==> config.mk <==
export PLATFORM = sky130hd
export DESIGN_NAME = debug_unit
export DESIGN_NICKNAME = d
export VERILOG_FILES = /design/src/rtl/debug_unit.sv
export SDC_FILE = /design/constraint.sdc
export NUM_CORES = 1
export LEC_CHECK = 0
export ABC_AREA = 1
export CAP_MARGIN = 30
export CORE_MARGIN = 2
export CORE_UTILIZATION = 56
export CTS_CLUSTER_DIAMETER = 150
export CTS_CLUSTER_SIZE = 25
export DETAILED_ROUTE_END_ITERATION = 8
export GPL_TIMING_DRIVEN = 0
export PLACE_DENSITY = 0.87
export SETUP_SLACK_MARGIN = 0.2
export SKIP_LAST_GASP = 1
export SLEW_MARGIN = 15
export SYNTH_ARGS = -nofsm -noshare
export SYNTH_HDL_FRONTEND = slang
export SYNTH_SLANG_ARGS = --single-unit
==> constraint.sdc <==
create_clock -name i_clock -period 6.6 [get_ports i_clock]
set_input_delay 0.99 -clock i_clock [delete_from_list [all_inputs] [get_ports i_clock]]
set_output_delay 0.99 -clock i_clock [all_outputs]
set_load 0.05 [all_outputs]
==> src/rtl/debug_unit.sv <==
// Host debug controller: decodes UART command bytes, runs or steps the
// pipeline, then streams PC, cycle count, registers and data memory out MSB-first.
// Ports:
//   i_clock, i_reset   : clock, async active-high reset
//   i_rx_*             : received command byte and its strobe
//   o_tx_*, i_tx_done  : byte-out handshake with the UART transmitter
//   o_pipe_valid/reset : pipeline advance enable and pipeline reset
//   i_halt, i_pc       : pipeline status
//   o_rf_addr/i_rf_data: register file debug read port (1-cycle latency)
//   o_dm_addr/i_dm_data: data memory debug read port (1-cycle latency)
module debug_unit #(
  parameter int NB_REG        = 32,
  parameter int NB_BYTE       = 8,
  parameter int NB_REG_ADDR   = 5,
  parameter int REGFILE_DEPTH = 32,
  parameter int NB_DM_ADDR    = 4,
  parameter int N_DM_WORDS    = 16
) (
  input  logic                   i_clock,
  input  logic                   i_reset,
  input  logic [NB_BYTE-1:0]     i_rx_data,
  input  logic                   i_rx_valid,
  output logic [NB_BYTE-1:0]     o_tx_data,
  output logic                   o_tx_start,
  input  logic                   i_tx_done,
  output logic                   o_pipe_valid,
  output logic                   o_pipe_reset,
  input  logic                   i_halt,
  input  logic [NB_REG-1:0]      i_pc,
  output logic [NB_REG_ADDR-1:0] o_rf_addr,
  input  logic [NB_REG-1:0]      i_rf_data,
  output logic [NB_DM_ADDR-1:0]  o_dm_addr,
  input  logic [NB_REG-1:0]      i_dm_data
);

  localparam int W_TOTAL = 2 + REGFILE_DEPTH + N_DM_WORDS;
  localparam int NB_W    = $clog2(W_TOTAL);
  localparam int RF_LO   = 2;
  localparam int DM_LO   = 2 + REGFILE_DEPTH;

  localparam logic [NB_BYTE-1:0] CMD_RUN  = NB_BYTE'(8'h63);
  localparam logic [NB_BYTE-1:0] CMD_STEP = NB_BYTE'(8'h73);
  localparam logic [NB_BYTE-1:0] CMD_RST  = NB_BYTE'(8'h72);

  typedef enum logic [2:0] {
    IDLE, RUN, STEP, RST, ADDR, CAPT, TX, TXWAIT
  } state_t;

  state_t                 state_q;
  logic [31:0]            cnt_q;
  logic [NB_W-1:0]        w_q;
  logic [2:0]             bcnt_q;
  logic [NB_REG-1:0]      shift_q;
  logic [NB_BYTE-1:0]     tx_data_q;
  logic                   tx_start_q;
  logic                   pv_q;
  logic                   pr_q;
  logic [NB_REG_ADDR-1:0] rf_addr_q;
  logic [NB_DM_ADDR-1:0]  dm_addr_q;

  logic [NB_W-1:0]        w_d;
  logic [NB_REG-1:0]      cap_d;
  logic [NB_REG_ADDR-1:0] rf_addr_d;
  logic [NB_DM_ADDR-1:0]  dm_addr_d;

  always_comb begin
    w_d       = w_q + 1'b1;
    rf_addr_d = NB_REG_ADDR'(w_d - NB_W'(RF_LO));
    dm_addr_d = NB_DM_ADDR'(w_d - NB_W'(DM_LO));
    cap_d     = i_dm_data;
    if (w_q == NB_W'(0))
      cap_d = i_pc;
    else if (w_q == NB_W'(1))
      cap_d = cnt_q;
    else if (w_q < NB_W'(DM_LO))
      cap_d = i_rf_data;
  end

  always_ff @(posedge i_clock or posedge i_reset) begin
    if (i_reset) begin
      state_q    <= IDLE;
      cnt_q      <= '0;
      w_q        <= '0;
      bcnt_q     <= '0;
      shift_q    <= '0;
      tx_data_q  <= '0;
      tx_start_q <= 1'b0;
      pv_q       <= 1'b0;
      pr_q       <= 1'b0;
      rf_addr_q  <= '0;
      dm_addr_q  <= '0;
    end else begin
      tx_start_q <= 1'b0;
      pr_q       <= 1'b0;
      // every cycle the pipeline was enabled counts as executed
      if (pv_q)
        cnt_q <= cnt_q + 32'd1;
      unique case (state_q)
        IDLE: begin
          if (i_rx_valid) begin
            if (i_rx_data == CMD_RST) begin
              pr_q    <= 1'b1;
              state_q <= RST;
            end else if (i_rx_data == CMD_RUN ||
                         i_rx_data == CMD_STEP) begin
              w_q <= '0;
              // already halted: dump without executing anything
              if (i_halt) begin
                state_q <= ADDR;
              end else begin
                pv_q    <= 1'b1;
                state_q <= (i_rx_data == CMD_RUN) ? RUN : STEP;
              end
            end
          end
        end
        RUN: begin
          if (i_halt) begin
            pv_q    <= 1'b0;
            state_q <= ADDR;
          end
        end
        STEP: begin
          pv_q    <= 1'b0;
          state_q <= ADDR;
        end
        RST: begin
          cnt_q   <= '0;
          state_q <= IDLE;
        end
        ADDR: state_q <= CAPT;
        CAPT: begin
          // start is registered so it is high during the TX cycle itself
          shift_q    <= cap_d;
          bcnt_q     <= '0;
          tx_data_q  <= cap_d[NB_REG-1 -: NB_BYTE];
          tx_start_q <= 1'b1;
          state_q    <= TX;
        end
        TX: state_q <= TXWAIT;
        TXWAIT: begin
          if (i_tx_done) begin
            shift_q <= shift_q << NB_BYTE;
            bcnt_q  <= bcnt_q + 3'd1;
            if (bcnt_q != 3'd3) begin
              tx_data_q  <= shift_q[NB_REG-NB_BYTE-1 -: NB_BYTE];
              tx_start_q <= 1'b1;
              state_q    <= TX;
            end else if (w_q < NB_W'(W_TOTAL - 1)) begin
              // present the next word's read address during ADDR
              w_q <= w_d;
              if (w_d < NB_W'(DM_LO))
                rf_addr_q <= rf_addr_d;
              else
                dm_addr_q <= dm_addr_d;
              state_q <= ADDR;
            end else begin
              w_q       <= '0;
              rf_addr_q <= '0;
              dm_addr_q <= '0;
              state_q   <= IDLE;
            end
          end
        end
        default: state_q <= IDLE;
      endcase
    end
  end

  assign o_tx_data    = tx_data_q;
  assign o_tx_start   = tx_start_q;
  assign o_pipe_valid = pv_q;
  assign o_pipe_reset = pr_q;
  assign o_rf_addr    = rf_addr_q;
  assign o_dm_addr    = dm_addr_q;

endmodule

# [Word-level counts from Yosys, hierarchy flattened]
# Cells that the tools add are included.
[classes] add_sub_neg=5 magnitude_cmp=3 n_eq_ne=23 n_mux=45 bitwise=1 n_reduce_logical=14
[ops] operator="32-bit two-way mux" count=5
[ops] operator="24-bit one-hot mux with 2 select lines" count=1
[ops] operator="6-bit two-way mux" count=6
[ops] operator="32-bit by 1-bit adder with 32-bit output (second input constant)" count=1
[ops] operator="3-bit two-way mux" count=9
[ops] operator="8-bit by 7-bit == test with 1-bit output (second input constant)" count=3
[ops] operator="24-bit two-way mux" count=1
[ops] operator="3-bit one-hot mux with 8 select lines" count=1
[ops] operator="6-bit less-than comparator (second input constant)" count=3
[ops] operator="2-bit inequality test (second input constant)" count=9
[ops] operator="8-bit two-way mux" count=2
[ops] operator="8-bit one-hot mux with 2 select lines" count=1
[ops] operator="3-bit == test (second input constant)" count=4
[ops] operator="6-bit one-hot mux with 2 select lines" count=1
[ops] operator="4-bit AND reduction" count=3
[ops] operator="6-bit AND reduction" count=2
[ops] operator="1-bit two-way mux" count=10
[ops] operator="5-bit two-way mux" count=2
[ops] operator="4-bit two-way mux" count=2
[ops] operator="6-bit by 1-bit adder with 6-bit output (second input constant)" count=1
[ops] operator="3-bit by 2-bit == test with 1-bit output (second input constant)" count=2
[ops] operator="6-bit by 1-bit == test with 1-bit output (second input constant)" count=1
[ops] operator="6-bit zero test" count=1
[ops] operator="3-bit one-hot mux with 2 select lines" count=1
[ops] operator="17 further kinds" count=19
[totals] register_bits=88 output_inout_bits=20

# [Depth between registers and ports, before layout]
[depth] word_depth=7 mapped_depth=11

# [Least setup slack after synthesis]
# Ideal clock, no wire load.
[synth_path] path_type="input -> register" startpoint="input port i_rx_data[2]" endpoint="register pv_q (netlist: o_pipe_valid)" setup_time_ps=126 arrival_time_ps=1595 required_time_ps=6474 setup_slack_ps=4879 path_stages=8 n_path_buf=0 path_cell_list="inv_1 -> nand2_1 -> nor2_1 -> nand2_1 -> nand2_1 -> nand4_1 -> nand2_1 -> o21ai_0"
[synth_via] elab_chain_len=4
[synth_lines] item="start: declaration" line="21" source="input logic [NB_BYTE-1:0] i_rx_data,"
[synth_lines] item="8-bit by 7-bit == test with 1-bit output, on equally long branches" line="104, 105"
[synth_lines] item="1-bit logical OR" line="104" source="end else if (i_rx_data == CMD_RUN ||"
[synth_lines] item="2-bit inequality test (no line)"
[synth_lines] item="6-bit AND reduction (no line) (*)"
[synth_lines] item="end signal: assignment" line="111" source="pv_q <= 1'b1;"
[synth_lines] item="end signal: assignment" line="119" source="pv_q <= 1'b0;"
[synth_lines] item="end signal: assignment" line="124" source="pv_q <= 1'b0;"
[synth_lines] item="end: declaration" line="56" source="logic pv_q;"
# Mark *: on every way between the ends. The rest lies on a longest branch, timed or not.
# A chain may end at the register's enable or synchronous reset.

# [Worst setup path in the final report]
[layout_path] startpoint="register dm_addr_q[0] (netlist: o_dm_addr[0])" endpoint="output port o_dm_addr[0]"
[layout_rtl] item="start: declaration" line="59" source="logic [NB_DM_ADDR-1:0] dm_addr_q;"
[layout_rtl] item="start signal: assignment" line="155" source="dm_addr_q <= dm_addr_d;"
[layout_rtl] item="end: declaration" line="32" source="output logic [NB_DM_ADDR-1:0] o_dm_addr,"
# No word-level cell between the ends.

==> metrics <==
maxcap violations=0; CTS max path bufs=2; number of diodes=0; Least-Margin Pin Slew=approximately 0.59 ns; via count=around 7,000; max-slew violations=0; crit path kind=reg -> out; # hold bufs at CTS=0; f_max=around 390 MHz; switching power=between 1 and 1.5 mW; Area Overhead vs Synth=27.7%; predominant post-synthesis flop cell=dfrtp_1; clk_skew=about 0.015 ns; post-synthesis cell area=roughly 0.0061 mm^2; CP required=around 5.6 ns; FF-to-FF Start=w_q[0]$_DFFE_PP0P_; largest fanout on the critical path=2; leakage power=3.81 nW; async set or reset register ratio after synthesis=1.00; post-cts sizing count=0; Gate power share=0.547; clock transition at the registers of the reported paths=~0.090 ns; I/O pins=approximately 130; DP Cell Count=between 1,000 and 1,500; post-synth net total=roughly 1,100; WP buf/inv=1; Final Hold Fails=0; first-pass iteration count of the detailed router=5; GP Congestion=roughly 0.96; Syn. warnings=0; Top delay family on crit path=buffers and inverters; slowest cell delay on critical path=0.83 ns; CP Cell Sequence=clkdlybuf4s50_1; Non-Filler Instances=roughly 1,300; Cell Rows=38; largest net degree at the start of global routing=51; final setup violation count=0; WL final=approximately 19 mm; period utilisation layout=0.389; cell count of the worst reg-to-reg path=8; worst hold path type=reg -> reg; Min Clock Period, post-route=2.57 ns; clk root buf=clkbuf_8; Levels on crit path=1; CP startpoint kind=flop; first-pass GRT wire length=about 30 mm; worst setup path endpoint=o_dm_addr[0]; CORE AREA=roughly 0.011 mm^2; vias per inst=5.47; postcts setup bufs=0; Cell variety after synth=31; Num CTS Buffers=9; CTS tree=done; gr usage total=0.332; Power Internal=between 1 and 1.5 mW; critical path arrival=roughly 1.6 ns; Post-Synthesis Cells=between 900 and 1,000; CP Launch Point=o_dm_addr[0]$_DFFE_PP0P_; initial antenna violation count=0; Die Y-Extent=about 110 um; die area=approximately 0.012 mm^2; outcome=finished, final reports clean; layout cell share with drive strength beyond 1=0.0654; clock power share=0.150; Worst Setup End Kind=output port; power per cell area=between 300 and 400 mW/mm^2; wire per inst=15.2 um; Initial Util=0.570; number of global-route vias before repair=6,428; r2r setup slk=roughly 4.7 ns; H-tree Lvls=3; Flop pwr share=0.303; total negative slack=0 ns; Seq/Total Area, Yosys=0.360; Worst slew margin=0.609; synthesized area per cell=around 6.3 um^2; RSZ-0062 raised after global routing=false; 1st-iter DRT viols=584; grt ovf=0; sw frac=0.467; Max stage delay cell, worst path=clkdlybuf4s50_1; Port Buffers=roughly 130; post-route DRC violation count=0; Seq cells post-synth=88; Final #Nets=roughly 1,200; DRT antenna net count=0; Post-synth EDFFs=0; Num Clock Sinks=88; HPWL Detailed=15.1 mm; DIE WIDTH=roughly 110 um; reg2reg end=o_rf_addr[2]$_DFFE_PP0P_; Peak VDD IR=between 0.2 and 0.25 mV; clk_lat worst skew=approximately 0.36 ns
[worst min path at each step]
stage                             start                  endpoint  slack [ns]  cells after the start
3_5_place_dp   o_rf_addr[0]$_DFFE_PP0P_  o_rf_addr[0]$_DFFE_PP0P_        0.46                      2
5_1_grt         shift_q[22]$_DFFE_PP0P_   shift_q[22]$_DFFE_PP0P_        0.51                      2
6_report        shift_q[10]$_DFFE_PP0P_   shift_q[10]$_DFFE_PP0P_        0.49                      2
2_1_floorplan   shift_q[10]$_DFFE_PP0P_   shift_q[10]$_DFFE_PP0P_        0.45                      2
3_3_place_gp   o_rf_addr[2]$_DFFE_PP0P_  o_rf_addr[2]$_DFFE_PP0P_        0.46                      2
4_1_cts        o_rf_addr[0]$_DFFE_PP0P_  o_rf_addr[0]$_DFFE_PP0P_        0.49                      2
[tightest hold or removal path, stage by stage, from the launching register on]
cell and delay [ns]:
dfrtp_1 0.35, nand2_1 0.06, nand2_1 0.05
[cell usage in the layout, fill, tap and decap left out, types with 2 or more instances in the layout]
cell	Yosys	layout
nand2_1	330	330
nor2_1	146	146
nand3_1	131	131
clkdlybuf4s50_1	0	128
dfrtp_1	88	88
inv_1	77	76
a21oi_1	48	48
o21ai_0	26	26
buf_2	21	21
nor3_1	19	19
nand4_1	16	16
clkbuf_1	10	11
clkbuf_8	0	11
ha_1	8	8
or2_0	7	7
inv_2	7	7
buf_6	5	5
nor2_4	5	5
nand2_2	5	5
buf_4	4	4
nor2_2	3	3
o31ai_1	2	2
o21ai_1	2	2
nand3_2	2	2
clkinv_4	0	2
[logic make-up after synthesis]
kind of cell	Yosys count	share of synthesized area
and+or+nand+nor	668	0.464
adders and majority gates	8	0.0164
AOI/OAI and AO/OA	81	0.0683
buffers and inverters	126	0.0920
DFF	88	0.360
[registers in the layout, indices dropped and copies added, names as in the netlist]
name,flops
cnt_q,32
shift_q,24
o_tx_data,8
w_q,6
o_rf_addr,5
o_dm_addr,4
bcnt_q,3
state_q,3
o_pipe_reset,1
o_pipe_valid,1
o_tx_start,1
[cell usage after synthesis (2+ instances only)]
library cell	number	share of area
nor3_1	19	0.016
ha_1	8	0.016
a21oi_1	48	0.039
nor2_4	5	0.0092
nand3_2	2	0.0033
o21ai_1	2	0.0016
dfrtp_1	88	0.36
inv_1	77	0.047
nand4_1	16	0.016
nor2_2	3	0.0031
inv_2	7	0.0043
nor2_1	146	0.090
nand2_1	330	0.20
nand3_1	131	0.11
o21ai_0	26	0.021
o31ai_1	2	0.0025
clkbuf_1	10	0.0061
buf_2	21	0.017
nand2_2	5	0.0051
buf_4	4	0.0049
or2_0	7	0.0072
buf_6	5	0.0092
[area by class of cell]
| cell class | instances | area (um^2) |
|---|---|---|
| buffer | 42 | 248 |
| clock buffer | 12 | 155 |
| clock inverter | 4 | 52.6 |
| fill | 932 | 2930 |
| inverter | 84 | 318 |
| multi-input combinational | 757 | 3360 |
| sequential | 88 | 2200 |
| tap | 140 | 175 |
| timing repair buffer | 129 | 1310 |
[power by group through the flow]
stage	clock network (mW)	logic, mW	registers [mW]
2_1_floorplan	0	0.862	0.920
3_5_place_dp	0	1.41	0.801
3_3_place_gp	0	1.39	0.796
4_1_cts	0.392	1.42	0.792
6_report	0.395	1.44	0.795
5_1_grt	0.415	1.60	0.813
[stage by stage]
step           hold WS [ns]  utilization  cell area (um^2)  setup slack [ns]  total power [mW]
3_3_place_gp          0.458        0.705              7580              1.90              2.18
2_1_floorplan         0.450            -              6120              3.33              1.78
3_5_place_dp          0.464        0.708              7610              4.05              2.22
6_report              0.485        0.727              7820              4.03              2.63
5_1_grt               0.512        0.727              7820              4.02              2.82
4_1_cts               0.486        0.727              7820              4.05              2.61
[per-layer routing]
metal	global-route usage	part of all wire	vias up	wire length, um
met4	0.129	0.034	0	648
met2	0.550	0.47	313	9010
met1	0.437	0.41	3119	7900
met5	0	0	-	0
met3	0.0506	0.083	62	1580
li1	-	-	3382	-
No activity file was read; power rests on OpenSTA's default activity.
